===== config.mk =====
export PLATFORM = sky130hd
export DESIGN_NAME = tbird_signal_ctrl
export DESIGN_NICKNAME = d
export VERILOG_FILES = /design/src/rtl/tbird_signal_ctrl.sv
export SDC_FILE = /design/constraint.sdc
export NUM_CORES = 1
export LEC_CHECK = 0
export CAP_MARGIN = 15
export CELL_PAD_IN_SITES_DETAIL_PLACEMENT = 1
export CELL_PAD_IN_SITES_GLOBAL_PLACEMENT = 1
export CORE_ASPECT_RATIO = 1.4
export CORE_MARGIN = 3
export CORE_UTILIZATION = 50
export CTS_BUF_LIST = sky130_fd_sc_hd__clkbuf_4
export CTS_CLUSTER_DIAMETER = 50
export DETAILED_ROUTE_END_ITERATION = 10
export PLACE_DENSITY_LB_ADDON = 0.3
export SKIP_LAST_GASP = 1
export SYNTH_ARGS = -nofsm -noshare
export SYNTH_HDL_FRONTEND = slang
export SYNTH_SLANG_ARGS = --single-unit

===== constraint.sdc =====
create_clock -name clk -period 2.95 [get_ports clk]
set_clock_uncertainty 0.15 [all_clocks]
set_input_delay 0.295 -clock clk [delete_from_list [all_inputs] [get_ports clk]]
set_output_delay 0.295 -clock clk [all_outputs]
set_load 0.01 [all_outputs]

===== src/rtl/tbird_signal_ctrl.sv =====
`default_nettype none
// ============================================================================
//  Module   : tbird_signal_ctrl
//  Purpose  : Front end for the T-bird taillight sequencer. Synchronises and
//             debounces the left lever, right lever and hazard button, then
//             arbitrates them into one mutually exclusive request. Generates
//             the slow step strobe that clocks the lights FSM, and a one-cycle
//             restart pulse whenever the requested mode changes.
//
//  Ports    : clk          in   system clock
//             rst          in   asynchronous, active-high reset
//             left_raw     in   raw left lever (asynchronous)
//             right_raw    in   raw right lever (asynchronous)
//             haz_btn_raw  in   raw hazard push button (asynchronous)
//             left_req     out  left sequence requested
//             right_req    out  right sequence requested
//             haz_req      out  hazard flashing requested
//             step         out  one-cycle advance strobe for the lights FSM
//             restart      out  one-cycle pulse on every mode change
//             conflict     out  both levers held while idle
//
//  Parameters: DIV          step period in clk cycles (>= 2)
//              DEB_CYCLES   stable synced cycles needed to accept a change (>= 1)
//              CANCEL_STEPS steps before a turn request auto-cancels
//
//  Build option: define AUTO_CANCEL_EN to auto-cancel a turn request after
//                CANCEL_STEPS steps and lock that lever out until released.
//
//  Revision : 1.0  initial release
// ============================================================================
module tbird_signal_ctrl #(
    parameter int DIV          = 16,
    parameter int DEB_CYCLES   = 3,
    parameter int CANCEL_STEPS = 9
) (
    input  logic clk,
    input  logic rst,
    input  logic left_raw,
    input  logic right_raw,
    input  logic haz_btn_raw,
    output logic left_req,
    output logic right_req,
    output logic haz_req,
    output logic step,
    output logic restart,
    output logic conflict
);

    // ------------------------------------------------------------------------
    // Constants
    // ------------------------------------------------------------------------
    localparam int C_PW = (DIV > 2) ? $clog2(DIV) : 1;
    localparam int C_DW = (DEB_CYCLES > 1) ? $clog2(DEB_CYCLES) : 1;

    localparam logic [C_PW-1:0] C_PRE_MAX = C_PW'(DIV - 1);
    localparam logic [C_DW-1:0] C_DEB_MAX = C_DW'(DEB_CYCLES - 1);

    // Bit positions of the three inputs in the packed raw/debounced vectors
    localparam int C_IN_LEFT  = 0;
    localparam int C_IN_RIGHT = 1;
    localparam int C_IN_HAZ   = 2;

    typedef enum logic [1:0] {
        ST_IDLE  = 2'd0,
        ST_LEFT  = 2'd1,
        ST_RIGHT = 2'd2,
        ST_HAZ   = 2'd3
    } state_t;

    // ------------------------------------------------------------------------
    // Declarations
    // ------------------------------------------------------------------------
    logic [2:0]      w_raw;
    logic [2:0]      w_db;

    logic            r_haz_db_q;
    logic            r_haz_on;

    state_t          r_state;
    state_t          r_state_q;
    state_t          w_next;

    logic [C_PW-1:0] r_pre;
    logic            w_restart;
    logic            w_step;
    logic            r_conflict;

    logic            w_lock_l;
    logic            w_lock_r;
    logic            w_cancel_l;
    logic            w_cancel_r;

    assign w_raw = {haz_btn_raw, right_raw, left_raw};

    // ------------------------------------------------------------------------
    // Per-input 2-flop synchroniser followed by a debounce counter.
    // The counter only runs while the synced value disagrees with the
    // accepted value; any agreement in between restarts it, so a pulse
    // must persist for DEB_CYCLES consecutive synced cycles to be accepted.
    // ------------------------------------------------------------------------
    generate
        for (genvar gi = 0; gi < 3; gi++) begin : g_deb
            logic            r_s1;
            logic            r_s2;
            logic            r_db;
            logic [C_DW-1:0] r_cnt;

            always_ff @(posedge clk or posedge rst) begin
                if (rst) begin
                    r_s1  <= 1'b0;
                    r_s2  <= 1'b0;
                    r_db  <= 1'b0;
                    r_cnt <= '0;
                end else begin
                    r_s1 <= w_raw[gi];
                    r_s2 <= r_s1;
                    if (r_s2 == r_db) begin
                        r_cnt <= '0;
                    end else if (r_cnt == C_DEB_MAX) begin
                        r_db  <= r_s2;
                        r_cnt <= '0;
                    end else begin
                        r_cnt <= r_cnt + C_DW'(1);
                    end
                end
            end

            assign w_db[gi] = r_db;
        end
    endgenerate

    // ------------------------------------------------------------------------
    // Hazard toggle: flips once per debounced press; release does nothing.
    // ------------------------------------------------------------------------
    always_ff @(posedge clk or posedge rst) begin
        if (rst) begin
            r_haz_db_q <= 1'b0;
            r_haz_on   <= 1'b0;
        end else begin
            r_haz_db_q <= w_db[C_IN_HAZ];
            r_haz_on   <= r_haz_on ^ (w_db[C_IN_HAZ] & ~r_haz_db_q);
        end
    end

    // ------------------------------------------------------------------------
    // Mode FSM: state register plus previous-state copy for restart.
    // ------------------------------------------------------------------------
    always_ff @(posedge clk or posedge rst) begin
        if (rst) begin
            r_state   <= ST_IDLE;
            r_state_q <= ST_IDLE;
        end else begin
            r_state   <= w_next;
            r_state_q <= r_state;
        end
    end

    // Next state and Moore request decode. A turn direction, once taken,
    // is held until its own lever drops; the other lever is ignored, so a
    // direction change always passes through IDLE.
    always_comb begin
        w_next    = r_state;
        left_req  = 1'b0;
        right_req = 1'b0;
        haz_req   = 1'b0;
        case (r_state)
            ST_IDLE: begin
                if (r_haz_on) begin
                    w_next = ST_HAZ;
                end else if (w_db[C_IN_LEFT] & ~w_db[C_IN_RIGHT] & ~w_lock_l) begin
                    w_next = ST_LEFT;
                end else if (w_db[C_IN_RIGHT] & ~w_db[C_IN_LEFT] & ~w_lock_r) begin
                    w_next = ST_RIGHT;
                end
            end
            ST_LEFT: begin
                left_req = 1'b1;
                if (r_haz_on) begin
                    w_next = ST_HAZ;
                end else if (~w_db[C_IN_LEFT] | w_cancel_l) begin
                    w_next = ST_IDLE;
                end
            end
            ST_RIGHT: begin
                right_req = 1'b1;
                if (r_haz_on) begin
                    w_next = ST_HAZ;
                end else if (~w_db[C_IN_RIGHT] | w_cancel_r) begin
                    w_next = ST_IDLE;
                end
            end
            ST_HAZ: begin
                haz_req = 1'b1;
                if (~r_haz_on) begin
                    w_next = ST_IDLE;
                end
            end
            default: begin
                w_next = ST_IDLE;
            end
        endcase
    end

    // Restart marks the first cycle spent in a newly entered state.
    assign w_restart = (r_state != r_state_q);
    assign restart   = w_restart;

    // ------------------------------------------------------------------------
    // Step prescaler. Cleared while idle and in the restart cycle so the
    // first step of a mode lands exactly DIV cycles after entry. The
    // restart term in the strobe covers the case where the counter happened
    // to sit at its terminal value when the mode changed.
    // ------------------------------------------------------------------------
    always_ff @(posedge clk or posedge rst) begin
        if (rst) begin
            r_pre <= '0;
        end else if ((r_state == ST_IDLE) || w_restart) begin
            r_pre <= '0;
        end else if (r_pre == C_PRE_MAX) begin
            r_pre <= '0;
        end else begin
            r_pre <= r_pre + C_PW'(1);
        end
    end

    assign w_step = (r_state != ST_IDLE) & (r_pre == C_PRE_MAX) & ~w_restart;
    assign step   = w_step;

    // ------------------------------------------------------------------------
    // Conflict flag. Registered, then masked by the current state so it can
    // never be seen outside IDLE, even in the cycle after leaving IDLE.
    // ------------------------------------------------------------------------
    always_ff @(posedge clk or posedge rst) begin
        if (rst) begin
            r_conflict <= 1'b0;
        end else begin
            r_conflict <= (r_state == ST_IDLE) & w_db[C_IN_LEFT] & w_db[C_IN_RIGHT];
        end
    end

    assign conflict = r_conflict & (r_state == ST_IDLE);

`ifdef AUTO_CANCEL_EN
    // ------------------------------------------------------------------------
    // Turn auto-cancel: count steps in LEFT/RIGHT; the CANCEL_STEPS-th step
    // returns to IDLE and locks that lever until its debounced value falls.
    // Hazard and lever release take priority over the cancel.
    // ------------------------------------------------------------------------
    localparam int C_SW = (CANCEL_STEPS > 1) ? $clog2(CANCEL_STEPS) : 1;
    localparam logic [C_SW-1:0] C_CANCEL_MAX = C_SW'(CANCEL_STEPS - 1);

    logic [C_SW-1:0] r_scnt;
    logic            r_lock_l;
    logic            r_lock_r;
    logic            w_cancel_hit;
    logic            w_turning;

    assign w_turning    = (r_state == ST_LEFT) || (r_state == ST_RIGHT);
    assign w_cancel_hit = w_step & (r_scnt == C_CANCEL_MAX) & ~r_haz_on;
    assign w_cancel_l   = (r_state == ST_LEFT)  & w_db[C_IN_LEFT]  & w_cancel_hit;
    assign w_cancel_r   = (r_state == ST_RIGHT) & w_db[C_IN_RIGHT] & w_cancel_hit;
    assign w_lock_l     = r_lock_l;
    assign w_lock_r     = r_lock_r;

    always_ff @(posedge clk or posedge rst) begin
        if (rst) begin
            r_scnt <= '0;
        end else if (w_restart || !w_turning) begin
            r_scnt <= '0;
        end else if (w_step) begin
            r_scnt <= r_scnt + C_SW'(1);
        end
    end

    always_ff @(posedge clk or posedge rst) begin
        if (rst) begin
            r_lock_l <= 1'b0;
            r_lock_r <= 1'b0;
        end else begin
            if (w_cancel_l) begin
                r_lock_l <= 1'b1;
            end else if (~w_db[C_IN_LEFT]) begin
                r_lock_l <= 1'b0;
            end
            if (w_cancel_r) begin
                r_lock_r <= 1'b1;
            end else if (~w_db[C_IN_RIGHT]) begin
                r_lock_r <= 1'b0;
            end
        end
    end
`else
    // Without auto-cancel a turn request persists while its lever is held.
    // CANCEL_STEPS has no effect; it is only referenced here so the plain
    // build keeps the same parameter list without an unused-parameter note.
    logic w_unused_cancel_steps;
    assign w_unused_cancel_steps = (CANCEL_STEPS > 0);

    assign w_cancel_l = 1'b0;
    assign w_cancel_r = 1'b0;
    assign w_lock_l   = 1'b0;
    assign w_lock_r   = 1'b0;
`endif

endmodule
`default_nettype wire


# Yosys cells after proc, flatten, opt, wreduce, memory -nomap -nowiden
# Index checks and enable logic that the tools add are counted.
[classes]
n_mux = 20
bitwise = 16
n_div = 0
reduce_logical = 7
eq_ne = 15
shifts = 0
n_mul = 0
n_addsub = 4
magnitude_cmp = 0
[ops]
columns = ["op", "count"]
rows = [
  ["$mux 2", 14],
  ["$eq 2x2->1 const B", 5],
  ["$and 1x1->1", 8],
  ["$mux 4", 2],
  ["$pmux 2 s4", 1],
  ["$not 1->1", 7],
  ["$add 2x1->2 const B", 3],
  ["$ne 3x3->1 const B", 2],
  ["$reduce_and 2->1", 3],
  ["$add 4x1->4 const B", 1],
  ["$eq 4x4->1 const B", 1],
  ["$ne 4x4->1 const B", 1],
  ["$reduce_and 4->1", 1],
  ["$eq 1x1->1", 3],
  ["$mux 1", 3],
  ["$eq 2x1->1 const B", 1],
  ["$logic_not 2->1", 1],
  ["$ne 2x2->1", 1],
  ["$ne 2x2->1 const B", 1],
  ["$reduce_bool 2->1", 1],
  ["$logic_or 1x1->1", 1],
  ["$xor 1x1->1", 1],
]
[word_totals]
rom_bits = 0
word_cells = 80
in_bits = 5
register_bits = 26
ramBits = 0
latch_bits = 0
memories = 0

# Depth between registers and ports, before layout
[logic_depth]
ltp_word = 6
ltp_mapped = 5

# Least setup slack after synthesis
# Ideal clock, no wire load.
[synth_timing]
path_kind = "register to register"
from = "register r_state[0]"
to = "register r_state[0]"
setup_slack_ns = 1.219
t_arrival_ns = 1.460
required_ns = 2.679
stages_incl_launch_ff = 6
path_cell_list = "dfrtp_1 inv_1 ha_1 a221o_1 a32o_1 a22o_1"
[synth_via]
elab_chain_len = 3
elab_cells_between_ends = 10
[synth_lines]
columns = ["item", "line", "text"]
rows = [
  ["from (decl)", "79", "state_t r_state;"],
  ["from (signal assigned)", "153", "r_state <= w_next;"],
  ["$eq 2x2->1, or another cell as far along", "166", "case (r_state)"],
  ["$ne 3x3->1 (no line), or another cell as far along", "n/a", ""],
  ["$reduce_and 4->1 (no line)", "n/a", ""],
]
# Several ways; a longest one is shown, not always the timed one.
# A chain may end at the register's enable or synchronous reset.

# Worst setup path after layout
[layout_timing]
from = "register r_state[0]"
to = "output step"
[layout_via]
elab_chain_len = 3
elab_cells_between_ends = 5
[layout_lines]
columns = ["item", "line", "text"]
rows = [
  ["$reduce_bool 2->1 / $ne 2x2->1 (equally long branches)", "226, 205", ""],
  ["$and 1x1->1 / $not 1->1 (equally long branches)", "226", "assign w_step = (r_state != ST_IDLE) & (r_pre == C_PRE_MAX) & ~w_restart;"],
  ["$and 1x1->1 (*)", "226", ""],
  ["to (decl)", "44", "output logic step,"],
]
# Every way passes the cells marked *; elsewhere a longest branch is shown, timed or not.

==> results_dict.tcl <==
set metrics [dict create \
    synth_async_sr_flop_share_pct 100.0 \
    first_global_vias 642 \
    synth_warnings 0 \
    regToRegSetupSlack_ns 1.11 \
    num_rows 19 \
    avgSynthCellArea_sq_um 12.56 \
    grt_start_max_net_pins 27 \
    port_buffer_count 10 \
    final-instance-count-excl-fill 118 \
    core_area_sq_um 1973 \
    finalMaxSlewViolations 0 \
    critical_path_peak_fanout 7 \
    cts-root-to-sink-buffers 2 \
    cp.required_ns 2.51 \
    cts.clk_slew.worst_paths_ns 0.12 \
    endpoint_kind "output port" \
    synth.ff_latch_count 26 \
    pwr_density_cell_nw_per_um2 987.4 \
    total_leakage_power_nw 0.5326 \
    cts_num_sinks 26 \
    synth_top_cells_by_area "dfrtp_1 62%, xnor2_1 6.6%, ha_1 5.9%, inv_1 2.8%, mux2_2 2.1%" \
    yosysMostFrequentCell "dfrtp_1" \
    post-synth-top-area-cell "dfrtp_1" \
    fmax_ghz 0.3929 \
    syn-instance-count 84 \
    die_area_sq_um 2704 \
    finalWorstPathRequiredPeriod_ns 2.545 \
    grt-ovfl-total 0 \
    ctsHoldBuffers 0 \
    path_class "reg2out" \
    ir_drop_uv 441.0 \
    netlist_area_sq_um 1055 \
    tcrit_tclk_final_pct 86.28 \
    grt_first_pass_wirelength_um 2746 \
    min_delay_worst_endpoint "g_deb[1].r_s2$_DFF_PP0_" \
    utilization_pct 60.62 \
    postSynthNetCount 94 \
    detail_route.wirelength_um 1649 \
    dp_hpwl_um 1315 \
    r2r-start "r_state[0]$_DFFE_PP0P_" \
    initial_utilization_pct 53.46 \
    maxCapViolations 0 \
    placed_cells_incl_taps 114 \
    timing.critical_path.arrival_ns 2.10 \
    cts_tree "built" \
    globalRouteTotalUtil_pct 14.46 \
    regArea_sq_um 650.6 \
    detail_route.drc_violations 0 \
    filler_cell_count 209 \
    outcome "complete, no violations" \
    worstHoldPathType "reg2reg" \
    synth_common_cells "26 x dfrtp_1, 8 x inv_1, 8 x xnor2_1" \
    place_ws_ns 0.7155 \
    post_synth_top_area_share_pct 61.68 \
    area_of_the_multi_input_gates_sq_um 362.8 \
    timing.max_slew.rel_slack_pct 38.42 \
    areaGrowthSynthToFinish_pct 13.40 \
    ios 11 \
    ys_types 24 \
    final-hold-violation-count 0 \
    worst_slack_ns 0.4048 \
    final_estimated_routing_congestion_in_global_placement 0.6828 \
    dominantRegCellSynth "dfrtp_1" \
    unrepaired_setup_endpoints_after_global_routing "false" \
    cts_inserted_buffers 3 \
    hold_path.startpoint "g_deb[1].r_s1$_DFF_PP0_" \
    vias_per_cell 5.407 \
    grt_antenna_before_repair 0 \
    postCtsSetupBuffers 0 \
    avgRoutedWirePerCell_um 13.97 \
    clock_tree.root_cell "clkbuf_4" \
    count_of_cells_resized_by_post_cts_repair 0 \
    startpoint_type "flop" \
    reg2reg_depth 5 \
    vias 638 \
    ant_nets 0 \
    drt_iter0_drc 2 \
    post_route_cells_drive_above_1_share_pct 7.216 \
    final-setup-viol-count 0 \
    die_h_um 60.35 \
    synth-seq-area-share_pct 61.68 \
    antenna-diode-count 0 \
    worstMarginPinSlew_ns 0.9227 \
    design.final.nets 108 \
    detail_route.first_pass.iterations 3 \
    clk_latency_ns 0.31 \
    synth-edff-count 0 \
    hold_path_depth 0 \
    crit-reg2reg-capture "r_state[0]$_DFFE_PP0P_" \
    finalSetupTns_ns 0 \
    cts-htree-levels 1 \
    die_width_um 44.82 \
]
## metal layers
layer | GRT usage, % | wire length, um
met3 | 2.077 | 53
met1 | 16.41 | 640
met5 | 0 | 0
met2 | 25.05 | 896
met4 | 9.205 | 58
## final cells by class
class,count,share of cell area [%]
well taps,21,2.197
inverters,8,2.510
clock inverters,1,0.3138
multi-input cells,49,30.33
flip-flops and latches,26,54.39
repair buffers,10,8.368
clock buffers,3,1.883
## sequential cells by signal (all words and copies together) (netlist names)
name	cells
g_deb.r_cnt	6
g_deb.r_db	3
g_deb.r_s1	3
g_deb.r_s2	3
r_conflict	1
r_haz_db_q	1
r_haz_on	1
r_pre	4
r_state	2
r_state_q	2
## power by group
| part | internal [mW] | total (mW) | switching, mW |
|---|---|---|---|
| clock | 0.0495 | 0.144 | 0.0943 |
| sequential | 0.469 | 0.571 | 0.103 |
| combinational | 0.246 | 0.466 | 0.220 |
| total | 0.764 | 1.18 | 0.417 |
## kinds of logic (layout without fill, tap and decap cells)
| group | count (synthesis) | after routing | synth area share (%) |
|---|---|---|---|
| fa+ha+maj | 5 | 5 | 5.931 |
| compound gates | 12 | 12 | 7.711 |
| simple gates | 22 | 22 | 11.98 |
| flops | 26 | 26 | 61.68 |
| mux | 2 | 2 | 2.135 |
| buf+inv | 9 | 22 | 3.915 |
| xor+xnor | 8 | 8 | 6.643 |
## worst max-delay path, stage by stage, from the launching register on
cell	delay [ns]
dfrtp_1	0.48
inv_1	0.10
ha_1	0.27
nand3b_1	0.27
nor2_1	0.14
clkdlybuf4s50_1	0.54
## worst max-delay path by stage
stage                                start                endpoint  depth (start not counted)
global placement    r_state[0]$_DFFE_PP0P_                    step                          5
CTS                 r_state[0]$_DFFE_PP0P_                    step                          5
finish              r_state[0]$_DFFE_PP0P_                    step                          5
floorplan           r_state[0]$_DFFE_PP0P_  r_state[0]$_DFFE_PP0P_                          5
global route        r_state[0]$_DFFE_PP0P_                    step                          5
detailed placement  r_state[0]$_DFFE_PP0P_                    step                          5
## layout by cell type, fill, tap and decap left out, drive strengths merged
cell           netlist  final
and3                 1      1
ha                   5      5
nand3                1      1
a31o                 1      1
nor3b                3      3
nor2                 3      3
dfrtp               26     26
clkdlybuf4s50        0     10
clkbuf               0      3
nand3b               1      1
nand4b               1      1
and2                 1      1
a221o                1      1
xnor2                8      8
nor3                 4      4
a21oi                3      3
o21ai                4      4
inv                  8      8
a22o                 1      1
a32oi                1      1
nor2b                3      3
mux2                 2      2
nand2                3      3
a32o                 1      1
clkinv               0      1
or2b                 1      1
## through the flow
stage | area (sq um) | hold slack, ns | total power, mW
global placement | 1170 | 0.1867 | 1.024
global route | 1196 | 0.2235 | 1.284
floorplan | 1055 | 0.1764 | 0.9033
detailed placement | 1170 | 0.1887 | 1.055
finish | 1196 | 0.2142 | 1.181
CTS | 1196 | 0.2199 | 1.203
(Power assumes the default switching activity.)
